--- src/rtl/ybuf_rd_pkg.sv ---
// Shared types and constants for the classifier output-buffer reader.
package ybuf_rd_pkg;

  typedef enum logic [2:0] {
    StIdle,
    StRead,
    StDrain,
    StOut,
    StDone
  } state_e;

  localparam int unsigned ADDR_STRIDE = 4;
  localparam int unsigned CLASS_IDX_W = 4;

endpackage

--- src/rtl/argmax_seq.sv ---
// Sequential signed argmax over a stream of scores; ties keep the earliest index.
// Exposes the running max as max_o only when YBUF_RD_SCORE_OUT_EN is defined.
module argmax_seq
  import ybuf_rd_pkg::*;
#(
  parameter int unsigned DATA_WIDTH = 32
) (
  input  logic                   clk_i,
  input  logic                   rst_i,
  input  logic                   clear_i,
  input  logic                   valid_i,
  input  logic [DATA_WIDTH-1:0]  score_i,
`ifdef YBUF_RD_SCORE_OUT_EN
  output logic [DATA_WIDTH-1:0]  max_o,
`endif
  output logic [CLASS_IDX_W-1:0] idx_o
);

  logic                   first_q;
  logic [CLASS_IDX_W-1:0] cnt_q;
  logic [DATA_WIDTH-1:0]  max_q;
  logic [CLASS_IDX_W-1:0] idx_q;

  always_ff @(posedge clk_i) begin
    if (rst_i) begin
      first_q <= 1'b1;
      cnt_q   <= '0;
      max_q   <= '0;
      idx_q   <= '0;
    end else if (clear_i) begin
      first_q <= 1'b1;
      cnt_q   <= '0;
    end else if (valid_i) begin
      first_q <= 1'b0;
      cnt_q   <= cnt_q + 1'b1;
      // First score loads unconditionally; later ones only on strict signed win.
      if (first_q || ($signed(score_i) > $signed(max_q))) begin
        max_q <= score_i;
        idx_q <= cnt_q;
      end
    end
  end

`ifdef YBUF_RD_SCORE_OUT_EN
  assign max_o = max_q;
`endif
  assign idx_o = idx_q;

endmodule

--- src/rtl/y_buf_reader.sv ---
// Drains the classifier output buffer image by image and streams one argmax class per image.
// Optional score_o output of the winning score is enabled by YBUF_RD_SCORE_OUT_EN.
module y_buf_reader
  import ybuf_rd_pkg::*;
#(
  parameter int unsigned IN_IMG_NUM = 10,
  parameter int unsigned CLASS_NUM  = 10,
  parameter int unsigned DATA_WIDTH = 32,
  parameter int unsigned ADDR_WIDTH = 32
) (
  input  logic                          clk_i,
  input  logic                          rst_i,
  input  logic                          start_i,
  output logic                          buf_en_o,
  output logic [ADDR_WIDTH-1:0]         buf_addr_o,
  input  logic [DATA_WIDTH-1:0]         buf_data_i,
  output logic                          class_valid_o,
  input  logic                          class_ready_i,
  output logic [3:0]                    class_o,
  output logic [$clog2(IN_IMG_NUM)-1:0] img_idx_o,
`ifdef YBUF_RD_SCORE_OUT_EN
  output logic [DATA_WIDTH-1:0]         score_o,
`endif
  output logic                          busy_o,
  output logic                          done_o
);

  localparam int unsigned ImgW = $clog2(IN_IMG_NUM);
  localparam logic [ImgW-1:0]        LastImg = ImgW'(IN_IMG_NUM - 1);
  localparam logic [CLASS_IDX_W-1:0] LastK   = CLASS_IDX_W'(CLASS_NUM - 1);
  localparam logic [ADDR_WIDTH-1:0]  Stride  = ADDR_WIDTH'(ADDR_STRIDE);

  state_e                 state_q;
  logic [ImgW-1:0]        img_q;
  logic [CLASS_IDX_W-1:0] k_q;
  logic                   en_q;
  logic [ADDR_WIDTH-1:0]  addr_q;
  logic                   rd_vld_q;
  logic                   valid_q;
  logic                   busy_q;
  logic                   done_q;
  logic                   arg_clear;

  // Argmax restarts at the beginning of every image's read burst.
  assign arg_clear = ((state_q == StIdle) && start_i) ||
                     ((state_q == StOut) && class_ready_i);

  always_ff @(posedge clk_i) begin
    if (rst_i) begin
      state_q  <= StIdle;
      img_q    <= '0;
      k_q      <= '0;
      en_q     <= 1'b0;
      addr_q   <= '0;
      rd_vld_q <= 1'b0;
      valid_q  <= 1'b0;
      busy_q   <= 1'b0;
      done_q   <= 1'b0;
    end else begin
      rd_vld_q <= en_q;
      done_q   <= 1'b0;
      case (state_q)
        StIdle: begin
          if (start_i) begin
            state_q <= StRead;
            img_q   <= '0;
            k_q     <= '0;
            en_q    <= 1'b1;
            addr_q  <= '0;
            busy_q  <= 1'b1;
          end
        end
        StRead: begin
          if (k_q == LastK) begin
            state_q <= StDrain;
            en_q    <= 1'b0;
          end else begin
            k_q    <= k_q + 1'b1;
            addr_q <= addr_q + Stride;
          end
        end
        StDrain: begin
          state_q <= StOut;
          valid_q <= 1'b1;
        end
        StOut: begin
          if (class_ready_i) begin
            valid_q <= 1'b0;
            if (img_q == LastImg) begin
              state_q <= StDone;
              done_q  <= 1'b1;
            end else begin
              // Images are packed back to back, so the next burst continues linearly.
              state_q <= StRead;
              img_q   <= img_q + 1'b1;
              k_q     <= '0;
              en_q    <= 1'b1;
              addr_q  <= addr_q + Stride;
            end
          end
        end
        StDone: begin
          state_q <= StIdle;
          busy_q  <= 1'b0;
        end
        default: state_q <= StIdle;
      endcase
    end
  end

  logic [CLASS_IDX_W-1:0] arg_idx;

  argmax_seq #(
    .DATA_WIDTH(DATA_WIDTH)
  ) u_argmax (
    .clk_i  (clk_i),
    .rst_i  (rst_i),
    .clear_i(arg_clear),
    .valid_i(rd_vld_q),
    .score_i(buf_data_i),
`ifdef YBUF_RD_SCORE_OUT_EN
    .max_o  (score_o),
`endif
    .idx_o  (arg_idx)
  );

  assign buf_en_o      = en_q;
  assign buf_addr_o    = addr_q;
  assign class_valid_o = valid_q;
  assign class_o       = arg_idx;
  assign img_idx_o     = img_q;
  assign busy_o        = busy_q;
  assign done_o        = done_q;

endmodule

--- config.mk ---
export PLATFORM = sky130hd
export DESIGN_NAME = y_buf_reader
export DESIGN_NICKNAME = d
export VERILOG_FILES = /design/src/rtl/ybuf_rd_pkg.sv /design/src/rtl/argmax_seq.sv /design/src/rtl/y_buf_reader.sv
export SDC_FILE = /design/constraint.sdc
export NUM_CORES = 1
export LEC_CHECK = 0
export CAP_MARGIN = 5
export CORE_MARGIN = 2
export CORE_UTILIZATION = 35
export DETAILED_ROUTE_END_ITERATION = 8
export SYNTH_ARGS = -nofsm -noshare
export SYNTH_HDL_FRONTEND = slang
export SYNTH_SLANG_ARGS = --single-unit
export TNS_END_PERCENT = 10
--- constraint.sdc ---
create_clock -name clk_i -period 4.6 [get_ports clk_i]
set_input_delay 0.92 -clock clk_i [delete_from_list [all_inputs] [get_ports clk_i]]
set_output_delay 0.92 -clock clk_i [all_outputs]
set_load 0.03 [all_outputs]
# Yosys cells after proc, flatten, opt, wreduce, memory -nomap -nowiden
# Cells that the tools add are included.
[op_classes] bitwise_logic=3 order_cmp=1 mux=27 reduce_logical=18 eq_ne=11 n_addsub=4
[op_table] cell="two-way mux 32 bit" n=4
[op_table] cell="one-hot mux 32 bit (3 select lines)" n=1
[op_table] cell="adder 32 x 3 -> 32 bit (second input constant)" n=1
[op_table] cell="> comparator 32 bit" n=1
[op_table] cell="two-way mux 4 bit" n=6
[op_table] cell="adder 4 x 1 -> 4 bit (second input constant)" n=3
[op_table] cell="two-way mux 3 bit" n=4
[op_table] cell="one-hot mux 3 bit (4 select lines)" n=1
[op_table] cell="one-hot mux 4 bit (3 select lines)" n=1
[op_table] cell="inequality test 2 bit (second input constant)" n=5
[op_table] cell="AND reduction 5 bit" n=2
[op_table] cell="== test 4 bit (second input constant)" n=2
[op_table] cell="one-hot mux 4 bit (2 select lines)" n=1
[op_table] cell="== test 3 x 2 -> 1 bit (second input constant)" n=2
[op_table] cell="two-way mux 1 bit" n=6
[op_table] cell="AND reduction 3 bit" n=2
[op_table] cell="nonzero test 2 bit" n=3
[op_table] cell="one-hot mux 1 bit (2 select lines)" n=2
[op_table] cell="AND reduction 2 bit" n=2
[op_table] cell="AND reduction 4 bit" n=1
[op_table] cell="== test 3 x 1 -> 1 bit (second input constant)" n=1
[op_table] cell="== test 3 bit (second input constant)" n=1
[op_table] cell="logical NOT 3 bit" n=1
[op_table] cell="inverter 1 bit" n=3
[op_table] cell="other kinds (6)" n=8
[word_totals] register_bits=89 input_bits=36 word_cells=77 out_inout_bits=44

# Depth between registers and ports, before layout
# Gate-level depths: netlist (run 1).
[logic_depth] ltp_word=5 depth_mapped=10 mapped_depth_nobuf=8

# By module
# A second synthesis (run 1) with hierarchy kept.
[hier_totals] hier_cells=550 hier_area_um2=4931.0
[modules_own_cells] mod="argmax_seq" area_per_inst_um2=2673.8 cells_each=295 instances=1 seq_area_each_um2=820.8
[modules_own_cells] mod="y_buf_reader" area_per_inst_um2=2257.2 cells_each=255 instances=1 seq_area_each_um2=920.9

# Least setup slack after synthesis (run 1)
# OpenSTA, ideal clock, no wires.
[synth_path] path_kind="input to register" start="in buf_data_i[14]" end="reg u_argmax.idx_q[0] (netlist: u_argmax.idx_o[0])" t_arrival_ns=3.123 path_slack_ns=1.406 required_time_ns=4.528 cell_stages=9 setup_ns=0.072 path_buffers=2 cell_sequence="ha_1 > nand4_1 > or4_1 > o211a_1 > o211a_1 > a211oi_1 > buf_2 > buf_2 > mux2i_1"
[synth_via] elab_chain_len=3
[synth_lines] item="start, declared" line="y_buf_reader.sv:16" source="input logic [DATA_WIDTH-1:0] buf_data_i,"
[synth_lines] item="> comparator 32 bit" line="argmax_seq.sv:37" source="if (first_q || ($signed(score_i) > $signed(max_q))) begin"
[synth_lines] item="logical OR 1 bit" line="argmax_seq.sv:37"
[synth_lines] item="AND reduction 3 bit (no source line)"
[synth_lines] item="end signal, assigned" line="argmax_seq.sv:39" source="idx_q <= cnt_q;"
[synth_lines] item="end, declared" line="argmax_seq.sv:22" source="logic [CLASS_IDX_W-1:0] idx_q;"
# Every way passes these cells.
# A chain may end at the register's enable or synchronous reset.

# Final worst setup path (run 1)
[layout_path] start="in buf_data_i[14]" end="reg u_argmax.max_q[18]"
[layout_via] elab_chain_len=3
[layout_lines] item="> comparator 32 bit" line="argmax_seq.sv:37"
[layout_lines] item="logical OR 1 bit" line="argmax_seq.sv:37"
[layout_lines] item="AND reduction 3 bit (no source line)"
[layout_lines] item="end signal, assigned" line="argmax_seq.sv:38" source="max_q <= score_i;"
[layout_lines] item="end, declared" line="argmax_seq.sv:21" source="logic [DATA_WIDTH-1:0] max_q;"
# Every way passes these cells.

==> results of run 1 <==
-- logic make-up after synthesis --
| family | share of synthesized area (%) |
|---|---|
| AND/OR/NAND/NOR | 27.5 |
| flip-flops | 36.4 |
| buffers and inverters | 5.57 |
| AO/OA/AOI/OAI | 7.87 |
| adder cells (fa/ha/maj) | 9.94 |
| multiplexers | 7.74 |
| XOR/XNOR | 4.94 |
| other | 0.0784 |
-- cell usage in the layout (no fill, tap or decap), types with 2 or more instances in the layout --
master / netlist / final
a21o_1: 2 / 2
a21oi_1: 21 / 21
a221oi_1: 3 / 3
a22oi_1: 2 / 2
a31oi_1: 3 / 3
and2_1: 3 / 3
and3_1: 8 / 8
and4_1: 4 / 4
buf_4: 2 / 3
bufinv_16: 0 / 2
clkbuf_1: 14 / 2
clkbuf_16: 0 / 9
clkbuf_8: 0 / 2
clkdlybuf4s50_1: 0 / 76
conb_1: 1 / 2
dfxtp_1: 87 / 87
ha_1: 38 / 38
inv_1: 40 / 40
mux2i_1: 37 / 37
nand2_1: 34 / 34
nand2b_1: 74 / 74
nand3_1: 15 / 15
nand4_1: 18 / 18
nor2_1: 39 / 39
nor2b_1: 5 / 5
nor3_1: 6 / 6
nor3b_1: 2 / 2
nor4_1: 6 / 6
nor4b_1: 2 / 2
o211a_1: 2 / 2
o211ai_1: 8 / 8
o21a_1: 2 / 2
o21ai_0: 9 / 9
or4_1: 8 / 8
or4b_1: 2 / 2
xnor2_1: 13 / 13
xor2_1: 14 / 14
-- worst max-delay path by stage --
stage                    from                 end  slack [ns]  depth (start not counted)
3_3_place_gp   buf_data_i[14]  u_argmax.max_q[19]        0.82                          9
3_5_place_dp   buf_data_i[14]  u_argmax.max_q[18]        0.72                          9
5_1_grt        buf_data_i[14]   u_argmax.max_q[2]        0.96                          9
6_report       buf_data_i[14]  u_argmax.max_q[18]        1.11                          9
2_1_floorplan  buf_data_i[14]   u_argmax.idx_o[0]        1.41                          9
4_1_cts        buf_data_i[14]  u_argmax.max_q[18]        1.09                          9
-- state kept, by name, indices dropped and copies added, names as in the netlist --
register,count
u_argmax.first_q,1
buf_addr_o,30
u_argmax.max_q,32
u_argmax.idx_o,4
u_argmax.cnt_q,4
img_idx_o,4
k_q,4
done_o,1
busy_o,1
state_q,3
class_valid_o,1
buf_en_o,1
rd_vld_q,1
-- layer usage --
metal | routed length, microns | vias up | GRT usage [%]
li1 | - | 2013 | -
met1 | 5110 | 1869 | 19.6
met2 | 4790 | 93 | 24.2
met3 | 641 | 8 | 4.79
met4 | 123 | 0 | 5.45
met5 | 0 | - | 0
-- power groups by stage --
stage	Combinational, W	Sequential (W)	Clock [W]
after detailed placement	0.000312	0.000831	0
after floorplan	0.000209	0.000835	0
after global routing	0.000351	0.000820	0.000856
final	0.000311	0.000814	0.000798
after global placement	0.000306	0.000830	0
after CTS	0.000315	0.000814	0.000822
-- critical path, delay by kind of cell --
| family | cells | cell delay (ns) |
|---|---|---|
| AND/OR/NAND/NOR | 2 | 0.77 |
| adder cells (fa/ha/maj) | 1 | 0.33 |
| multiplexers | 1 | 0.24 |
| AO/OA/AOI/OAI | 3 | 0.62 |
| buffers and inverters | 2 | 0.87 |
-- final cells by class --
type	count	area, sq um	area share [%]
clock buffer	13	260	4.32
clock inverter	3	65.1	1.08
inverter	40	150	2.49
multi-input combinational	397	2790	46.4
sequential	87	1740	28.9
tap	176	220	3.66
timing repair buffer	80	788	13.1
-- metrics by stage --
stage / setup WS (ns) / std cells / area [sq um] / util [%]
2_1_floorplan: 1.41 / 549 / 4790 / -
3_3_place_gp: 0.824 / 780 / 5690 / 42.8
3_5_place_dp: 0.720 / 780 / 5690 / 42.8
4_1_cts: 1.09 / 796 / 6020 / 45.3
5_1_grt: 0.956 / 796 / 6020 / 45.3
6_report: 1.11 / 796 / 6020 / 45.3
==> impl_metrics.py, run 1 <==
metrics = {
    "worst_hold_path": {
        "holdCritStartpoint": "u_argmax.max_q[7]",
        "whs_path_depth": 2,
        "min_to": "u_argmax.max_q[7]",
        "hp-class": "reg2reg",
    },
    "clock_tree": {
        "hold_buffers": 0,
        "clockBufferDepth": 2,
        "cts_setup_buffers": 0,
        "cts_root_buffer": "clkbuf_16",
        "clk_pin_slew_ns": 0.06,
        "cts_tree": "yes",
        "cts_resized": 0,
        "htreeDepth": 3,
        "numClockSinks": 87,
        "cts_buffers": 9,
        "insertion_delay_ns": 0.34,
    },
    "power_and_ir_drop": {
        "peakVddDrop_mv": 0.140,
        "power.leakage_nw": 2.37,
        "pwr_density_cell_nw_per_um2": 320,
        "intPower_w": 0.00143,
        "p_sw_share_pct": 25.6,
        "p_total_w": 0.00192,
        "seq_power_share_pct": 42.3,
        "p_comb_share_pct": 16.2,
        "netSwitchingPower_w": 0.000492,
        "clkPwrFrac_pct": 41.5,
    },
    "timing": {
        "max_freq_mhz": 287,
        "slew_headroom_pct": 31.5,
        "period_minus_slack_ns": 3.49,
        "slew_viol_final": 0,
        "rsz0062_at_grt": "false",
        "fin_tns_setup_ns": 0,
        "timing.final.crit_share_pct": 75.8,
        "finalHoldViolCount": 0,
        "fin_skew_ns": 0.00750,
        "finalSetupViolCount": 0,
        "whs_ns": 0.475,
        "worst_pin_slew_ns": 1.03,
    },
    "cells_and_area": {
        "drive_gt1_share_pct": 3.39,
        "fillers": 1318,
        "final_nets": 689,
        "area_delta_synth_final_pct": 25.8,
        "n_antenna_cell": 0,
    },
    "synthesis": {
        "synth_edf_count": 0,
        "syn_inst": 548,
        "synthArstFlopShare_pct": 0,
        "synth_commonest_cells": "dfxtp_1, nand2b_1, inv_1",
        "synth.yosys.warnings": 0,
        "ys.flop_type": "dfxtp_1",
        "ys_ff_latch": 87,
        "synth_top_area_share_pct": 36.4,
        "synth.yosys.seq_area_share_pct": 36.4,
        "synth_top_area_cell": "dfxtp_1",
        "synthDistinctLibCells": 50,
        "synth_area_leaders": "dfxtp_1, ha_1, nand2b_1",
        "yosysMostFrequentCell": "dfxtp_1",
        "syn_avg_cell_area_sq_um": 8.73,
        "synth_area_sq_um": 4780,
    },
    "critical_path": {
        "arrival_ns": 3.75,
        "rr_startpoint": "img_idx_o[1]",
        "reg2reg_depth": 8,
        "required_ns": 4.87,
        "reg2reg_slack_ns": 1.73,
        "crit_fanout": 25,
        "worst_path_most_repeated_cell": "o211a_1",
        "critPathMaxStageDelay_ns": 0.60,
        "path_cells": "clkdlybuf4s50_1 > ha_1 > nand4_1 > or4_1 > o211a_1 > o211a_1 > a211oi_4 > buf_4 > mux2i_1",
        "regToRegEndpoint": "buf_addr_o[28]",
        "crit_path_top_delay_cell": "or4_1",
        "path_class": "in2reg",
        "cp-start-kind": "input pin",
        "critPathCaptureType": "register",
    },
    "routing": {
        "drt_iter0_drc": 150,
        "wl_per_cell_microns": 13.4,
        "drcViolationCount": 0,
        "antenna_left": 0,
        "vias": 3983,
        "vias_per_cell": 5.00,
        "first_pass_iters": 4,
        "totalWireLength_microns": 10700,
    },
    "grt": {
        "grt_pass1_wl_microns": 17900,
        "grt_usage_pct": 15.3,
        "grt_antenna_before_repair": 0,
        "overflow": 0,
        "grt_pass1_vias": 3851,
        "grt_max_degree": 81,
    },
    "floorplanning": {
        "ios": 80,
        "die_x_microns": 121,
        "initial_core_util_pct": 36.0,
        "core_sq_um": 13300,
        "rows": 42,
        "die_h_microns": 121,
        "dieArea_sq_um": 14600,
    },
    "place": {
        "gp_congestion": 0.822,
        "dp.final_hpwl_microns": 7570,
        "portBuffers": 77,
    },
    "status": {
        "status": "finished, final reports clean",
    },
    "run": {
        "cap_violations": 0,
    },
}
Note: power is estimated with default switching activity, not from simulation.
==> run 2, diff against run 1 <==
==> constraint.sdc (replaced) <==
create_clock -name clk_i -period 3.5 [get_ports clk_i]
set_input_delay 0.7 -clock clk_i [delete_from_list [all_inputs] [get_ports clk_i]]
set_output_delay 0.7 -clock clk_i [all_outputs]
set_load 0.03 [all_outputs]
==> run 2 against run 1 <==
Against the previous run: core utilization up 0.46 points; critical endpoint is now u_argmax.max_q[13]; via count down 0.85%; cell count up 0.50%; combinational power up 35%; sequential power up 31%; count of clock-buffer cells in the layout down 2; worst hold slack about the same; critical path depth unchanged; sequential share of layout area down 0.29 points.
==> impl_metrics.py, run 2 (synthesis results as in run 1) <==
metrics = {
    "routing": {
        "drt_iter0_drc": 152,
        "vias_per_cell": 4.94,
        "wl_met3_microns": 559,
        "antenna_left": 0,
        "vias": 3949,
        "maxUsedRoutingLayer": "met4",
        "wl_per_cell_microns": 13.5,
        "dr_wl_met2_microns": 4780,
        "first_pass_iters": 5,
        "drcViolationCount": 0,
        "totalWireLength_microns": 10800,
        "m1WireLength_microns": 5220,
    },
    "worst_hold_path": {
        "min_to": "u_argmax.max_q[24]",
        "hp-class": "reg2reg",
        "whs_path_depth": 2,
        "holdCritStartpoint": "u_argmax.max_q[24]",
    },
    "floorplanning": {
        "rows": 42,
        "ios": 80,
        "die_h_microns": 121,
        "die_x_microns": 121,
        "core_sq_um": 13300,
        "initial_core_util_pct": 36.0,
        "dieArea_sq_um": 14600,
    },
    "place": {
        "gp_congestion": 0.813,
        "dp.final_hpwl_microns": 7760,
        "portBuffers": 77,
        "place_area_sq_um": 5720,
    },
    "critical_path": {
        "arrival_ns": 3.36,
        "reg2reg_slack_ns": 0.84,
        "crit_path_top_delay_cell": "or4_1",
        "critPathCaptureType": "register",
        "crit_fanout": 14,
        "cp-start-kind": "input pin",
        "regToRegEndpoint": "u_argmax.max_q[13]",
        "path_class": "in2reg",
        "rr_startpoint": "u_argmax.max_q[11]",
        "worst_path_most_repeated_cell": "o211a_1",
        "reg2reg_depth": 9,
        "cp_top_family": "simple AND/OR/NAND/NOR gates",
        "critPathMaxStageDelay_ns": 0.58,
        "path_cells": "clkdlybuf4s50_1 > ha_1 > nand4_1 > or4_1 > o211a_1 > o211a_1 > a211oi_4 > buf_4 > mux2i_1",
        "required_ns": 3.77,
        "path_buf_inv": 2,
    },
    "timing": {
        "worst_pin_slew_ns": 0.983,
        "fin_tns_setup_ns": 0,
        "max_freq_mhz": 323,
        "finalSetupViolCount": 0,
        "slew_viol_final": 0,
        "period_minus_slack_ns": 3.09,
        "whs_ns": 0.475,
        "rsz0062_at_grt": "false",
        "timing.final.crit_share_pct": 88.4,
        "slew_headroom_pct": 34.5,
        "finalHoldViolCount": 0,
        "fin_skew_ns": 0.00730,
    },
    "grt": {
        "grt_pass1_vias": 3897,
        "grt_usage_pct": 15.5,
        "grt_pass1_wl_microns": 18200,
        "grt_antenna_before_repair": 0,
        "overflow": 0,
        "grt_max_degree": 87,
    },
    "cells_and_area": {
        "final_cell_mix": "dfxtp_1, clkdlybuf4s50_1, nand2b_1, inv_1, nor2_1",
        "area_delta_synth_final_pct": 27.1,
        "regMostFlops": "u_argmax.max_q",
        "largest_reg_flops": 32,
        "post-route-cell-area_sq_um": 6080,
        "mostFrequentLayoutCell": "dfxtp_1",
        "final_nets": 693,
        "drive_gt1_share_pct": 4.33,
        "n_antenna_cell": 0,
    },
    "clock_tree": {
        "cts_buffers": 9,
        "hold_buffers": 0,
        "cts_root_buffer": "clkbuf_16",
        "clockBufferDepth": 2,
        "htreeDepth": 3,
        "numClockSinks": 87,
        "insertion_delay_ns": 0.35,
        "cts_setup_buffers": 0,
        "cts_tree": "yes",
        "cts_resized": 0,
        "clk_pin_slew_ns": 0.06,
    },
    "power_and_ir_drop": {
        "power.leakage_nw": 2.41,
        "pwr_density_cell_nw_per_um2": 433,
        "peakVddDrop_mv": 0.268,
    },
    "status": {
        "status": "finished, final reports clean",
    },
    "run": {
        "cap_violations": 0,
    },
}
-- run 2: through the flow --
step                cells  setup WS (ns)  util, %  total power, W
floorplan             549          0.526        -         0.00137
global placement      784         0.0995     43.0         0.00150
detailed placement    784         0.0386     43.0         0.00152
CTS                   800          0.402     45.7         0.00267
global route          800          0.264     45.7         0.00275
finish                800          0.408     45.7         0.00263
-- run 2: worst max-delay path by stage --
stage / startpoint / endpoint / slack (ns) / depth (start not counted)
floorplan: buf_data_i[14] / u_argmax.idx_o[0] / 0.53 / 9
global placement: buf_data_i[11] / u_argmax.max_q[19] / 0.1 / 9
detailed placement: buf_data_i[11] / u_argmax.max_q[13] / 0.04 / 9
CTS: buf_data_i[11] / u_argmax.max_q[13] / 0.40 / 9
global route: buf_data_i[11] / u_argmax.max_q[18] / 0.26 / 9
finish: buf_data_i[11] / u_argmax.max_q[13] / 0.41 / 9
-- run 2: worst min-delay path, cell delays in order, from the launching register on --
cell	delay (ns)
dfxtp_1	0.31
nand2b_1	0.06
mux2i_1	0.06
-- run 2: final cells by class --
cell class,instances,area (sq um)
Clock buffer,11,253
Tap cell,176,220
Multi-Input combinational cell,397,2790
Sequential cell,87,1740
Clock inverter,5,104
Inverter,40,150
Fill cell,1284,7220
Timing Repair Buffer,84,818
-- run 2: metal layers --
metal	track usage [%]	up-vias
li1	-	2016
met1	20.2	1832
met2	24.1	83
met3	3.67	18
met4	7.19	0
met5	0	-
-- run 2: power breakdown --
group / switching (W) / leakage, nW / total [W] / internal (W)
Clock: 0.000405 / 0.176 / 0.00114 / 0.000737
Sequential: 0.0000377 / 0.705 / 0.00107 / 0.00103
Combinational: 0.000228 / 1.53 / 0.000419 / 0.000191
==> edit 1: new RTL, config.mk and constraints of run 2 <==
`DATA_WIDTH` is set to 32 in 2 places; all go to 40.
--- a/src/rtl/argmax_seq.sv
+++ b/src/rtl/argmax_seq.sv
@@ -4,5 +4,5 @@
   import ybuf_rd_pkg::*;
 #(
-  parameter int unsigned DATA_WIDTH = 32
+  parameter int unsigned DATA_WIDTH = 40
 ) (
   input  logic                   clk_i,
--- a/src/rtl/y_buf_reader.sv
+++ b/src/rtl/y_buf_reader.sv
@@ -6,5 +6,5 @@
   parameter int unsigned IN_IMG_NUM = 10,
   parameter int unsigned CLASS_NUM  = 10,
-  parameter int unsigned DATA_WIDTH = 32,
+  parameter int unsigned DATA_WIDTH = 40,
   parameter int unsigned ADDR_WIDTH = 32
 ) (
Ports: changed (resized buf_data_i); port bits go from 80 to 88. No check against the original RTL was run, so the function may have changed too.
==> edit 1 against run 2 <==
Sequential power rose by 5%. Largest cell class unchanged. Worst setup slack worse by 240 ps. Critical path depth increased by 1. Synthesized cell count rose by 8.8%. Largest power group is now sequential cells. Sequential cell count rose by 8. Routed wire length increased by 6.8%. Highest routed layer unchanged. Power shrank 6.7%. Synthesized area grew 9.9%. Design area grew 9.4%. Non-clock buffer count increased by 21.
==> edit 1: results (changes against run 2) <==
Run status
  • Outcome: finished clean (unchanged)

Yosys
  • Mapped Cells: 596 (was 548)
  • Mux contribution to synthesized area: 8.57% (was 7.74%)
  • Synth Area in XOR/XNOR: 5.00% (was 4.94%)
  • Synth cell types: 46 (was 50)

Power and ir drop
  • Sequential power: 1.12 mW (was 1.07 mW)
  • Total leakage power: 2.36 nW (was 2.41 nW)
  • Clock power share: 42.0% (was 43.4%)

STA
  • Max frequency: 300 MHz (was 323 MHz)
  • Hold_ws: 475 ps (about the same)
  • Slew margin rel.: 49.4% (was 34.5%)

Critical path
  • Crit path from: buf_data_i[25] (was buf_data_i[11])
  • FF-to-FF path depth: 10 (was 9)
  • Worst r2r src: u_argmax.max_q[25]$_SDFFE_PP0P_ (was u_argmax.max_q[11]$_SDFFE_PP0P_)
  • R2R Setup Slk: 610 ps (was 840 ps)
  • Crit path max fanout: 31 (was 14)

Route
  • Drt initial violations: 166 (was 152)

Final layout
  • Data buffer area share: 15.2% (was 13.5%)
  • Max FFs per register: 40 (was 32)
  • Final #Nets: 775 (was 693)
  • Invs w/o clock: 48 (was 40)

Place
  • Post-Place Cells: 858 (was 784)
  • Pre-CTS setup slack: -239 ps (was 38.6 ps)

Clock tree
  • Clock sink count: 95 (was 87)

Global route
  • Overall Global Routing Usage: 15.1% (was 15.5%)
  • First-pass GRT wire length: 19,900 um (was 18,200 um)
  • Largest net degree at the start of global routing: 103 (was 87)
  • Met1 usage: 19.3% (was 20.2%)

Min path
  • Hold Path Origin: u_argmax.max_q[39]$_SDFFE_PP0P_ (was u_argmax.max_q[24]$_SDFFE_PP0P_)
  • Hold endpoint: u_argmax.max_q[39]$_SDFFE_PP0P_ (was u_argmax.max_q[24]$_SDFFE_PP0P_)
## edit 1: cell count changes after synthesis, moves of 6 or more
| cell | delta |
|---|---|
| or4_1 | -6 |
| buf_2 | -6 |
| dfxtp_1 | +8 |
| nand3_1 | +6 |
| mux2i_1 | +8 |
| or3_1 | +7 |
| clkbuf_1 | +6 |
| nand2b_1 | +16 |
| nand2_1 | -12 |
| xor2_1 | +7 |
| ha_1 | +8 |
| o211ai_1 | -7 |
| inv_1 | +8 |
## edit 1: stage by stage
step / area, um2 / TNS, ps
after CTS: 6640 / 0
after floorplan: 5260 / 0
after global routing: 6650 / -7.82
after detailed placement: 6330 / -8890
final: 6650 / 0
after global placement: 6330 / -7780
## edit 1: worst max-delay path, cell delays in order
cell,delay [ps]
clkdlybuf4s50_1,430
ha_1,320
a21o_1,170
nand3_1,70
a2111oi_0,80
or4_1,550
or4_1,570
a31oi_4,210
buf_12,270
mux2i_1,220
==> edit 2: new RTL, config.mk and constraints of run 2 <==
Without the edit above. Reset style: asynchronous (`rst_i`), changed in 2 clocked blocks.
--- a/src/rtl/argmax_seq.sv
+++ b/src/rtl/argmax_seq.sv
@@ -22,5 +22,5 @@
   logic [CLASS_IDX_W-1:0] idx_q;
 
-  always_ff @(posedge clk_i) begin
+  always_ff @(posedge clk_i or posedge rst_i) begin
     if (rst_i) begin
       first_q <= 1'b1;
--- a/src/rtl/y_buf_reader.sv
+++ b/src/rtl/y_buf_reader.sv
@@ -46,5 +46,5 @@
                      ((state_q == StOut) && class_ready_i);
 
-  always_ff @(posedge clk_i) begin
+  always_ff @(posedge clk_i or posedge rst_i) begin
     if (rst_i) begin
       state_q  <= StIdle;
Formal check against the unedited RTL: differs if rst_i is asserted again (counterexample within 4 cycles, from zero or initial values and one cycle with rst_i high); with rst_i held inactive, the same outputs for 4 cycles.
==> edit 2 against run 2 <==
Sequential cell count stayed put. Synthesized area is 1.5% higher. Count of clock-buffer cells in the layout did not move. Routed wire length is 3.2% lower. Clock skew shrank 0.67 ps. Worst setup slack got worse by 46 ps. Design area is 3.3% higher. Via count decreased by 11%. Critical path type unchanged. Largest cell class unchanged.
Power is not compared: it rests on default switching activity, and its combinational part moved more than twofold at a synthesized area within 25%.
==> edit 2: results (changes against run 2) <==
Critical path
  • Critical Path Max Stage Delay: 430 ps (was 580 ps)
  • CP arrival: 3360 ps (about the same)
  • FF-to-FF path depth: 10 (was 9)
  • Slowest CP cell: clkdlybuf4s50_1 (was or4_1)
  • Crit path max fanout: 6 (was 14)

Min path
  • Worst hold path cell count: 0 (was 2)
  • Worst hold path class: reg -> reg (unchanged)

Place
  • Placed cell area: 5920 um2 (was 5720 um2)
  • HPWL after detailed placement: 7460 um (was 7760 um)
  • Post-Place Cells: 709 (was 784)
  • Pre-CTS setup slack: -18.1 ps (was 38.6 ps)
  • Gpl congestion: 0.746 (was 0.813)

Clock tree
  • Clk buf depth: 2 (unchanged)
  • Clk Latency, worst-skew pair: 350 ps (about the same)
  • Clock slew seen by the registers of the worst setup and hold paths: 60 ps (about the same)
  • Htree depth: 3 (unchanged)
  • Root Driver: clkbuf_16 (unchanged)
  • Post_cts resized: 0 (unchanged)

Route
  • Final WL: 10,400 um (was 10,800 um)
  • Drt pass-1 iters: 4 (was 5)
  • Drt initial violations: 151 (was 152)
  • DR vias: 3,500 (was 3,949)

Yosys
  • Area contributors post-synth: dfrtp_1 44%, ha_1 9.8%, mux2_4 9.3%, xor2_1 3.6%, inv_1 3.4% (was dfxtp_1 36%, ha_1 9.9%, nand2b_1 9.7%, mux2i_1 7.7%, inv_1 3.1%)
  • Register area share after synthesis: 44.9% (was 36.4%)
  • Synth async-reset ratio: 100% (was 0%)
  • Synth cell types: 53 (was 50)
  • Dominant synthesized flop cell: dfrtp_1 (was dfxtp_1)
  • YS warnings: 0 (unchanged)
  • Mux contribution to synthesized area: 11.3% (was 7.74%)
  • Post-synthesis area per instance: 10.8 um2 (was 8.73 um2)
  • Post-Synth Adder-Cell Area: 9.79% (was 9.94%)
  • Compound-gate portion of the synthesized area: 8.53% (was 7.87%)
  • Synth Area in XOR/XNOR: 5.05% (was 4.94%)
  • Synth cell count leaders: 86 x dfrtp_1, 44 x inv_1, 41 x nor2_1 (was 87 x dfxtp_1, 74 x nand2b_1, 40 x inv_1)

Final layout
  • Post-route insts no fill: 725 (was 800)
  • Antenna diode instance count: 0 (unchanged)
  • Final #Nets: 614 (was 693)
  • Area occupied by registers: 2180 um2 (was 1740 um2)
  • Max FFs per register: 32 (unchanged)
  • Share of layout cells above drive strength 1: 15.4% (was 4.33%)
  • Reg with most FFs: u_argmax.max_q (unchanged)
  • Filler cells: 1,324 (was 1,284)

Global route
  • Remaining Overflow, GRT: 0 (unchanged)
  • Initial antenna violation count: 0 (unchanged)
  • First-pass GRT wire length: 17,800 um (was 18,200 um)
  • Overall Global Routing Usage: 15.3% (was 15.5%)
  • Largest net degree at the start of global routing: 55 (was 87)
  • Vias in the first global route: 3,748 (was 3,897)

Run status
  • Outcome: finished clean (unchanged)

Power and ir drop
  • Sw Share: 34.7%
  • Clock power share: 20.9%
  • Total leakage power: 2.96 nW
  • Worst IR Drop VDD: 0.431 mV
  • Switching Power: 1.89 mW

STA
  • Worst slew pin tran: 632 ps (was 983 ps)
  • Final Skew: 6.64 ps (was 7.30 ps)
## edit 2: per-layer routing
metal / wire [um] / vias up / share of wire [%] / global-route usage (%)
li1: - / 1730 / - / -
met1: 4850 / 1686 / 46 / 18.7
met2: 4850 / 71 / 46 / 25.2
met3: 591 / 13 / 5.7 / 5.15
met4: 164 / 0 / 1.6 / 5.17
met5: 0 / - / 0 / 0
## edit 2: worst paths after layout
check,start,to,slack (ps)
max in group asynchronous,rst_i,u_argmax.first_q$_DFFE_PP1P_,2010
worst min register to register,buf_en_o$_DFFE_PP0P_,rd_vld_q$_DFF_PP0_,420
worst max register to register,u_argmax.max_q[10]$_DFFE_PP0P_,u_argmax.max_q[5]$_DFFE_PP0P_,810
worst max-delay path,buf_data_i[10],u_argmax.max_q[5]$_DFFE_PP0P_,360
min in group asynchronous,rst_i,buf_addr_o[20]$_DFFE_PP0P_,740
worst min-delay path,buf_en_o$_DFFE_PP0P_,rd_vld_q$_DFF_PP0_,420
## edit 2: area by class of cell
class                           instances  share of cell area, %
Inverter                               44                   2.65
Clock buffer                           11                   4.03
Tap cell                              180                   3.59
Clock inverter                          5                   1.65
Multi-Input combinational cell        304                   38.5
Timing Repair Buffer                   94                   14.9
Sequential cell                        87                   34.7
## edit 2: logic make-up after synthesis
group | Yosys count
XOR/XNOR | 28
adder cells (fa/ha/maj) | 38
AND/OR/NAND/NOR | 136
buffers and inverters | 59
multiplexers | 39
other | 1
flip-flops | 87
AO/OA/AOI/OAI | 61
## edit 2: critical path: cells and delay by family
family                   cells  cell delay [ps]
adder cells (fa/ha/maj)      1              340
AND/OR/NAND/NOR              1               70
multiplexers                 1              310
buffers and inverters        2              690
AO/OA/AOI/OAI                5             1260
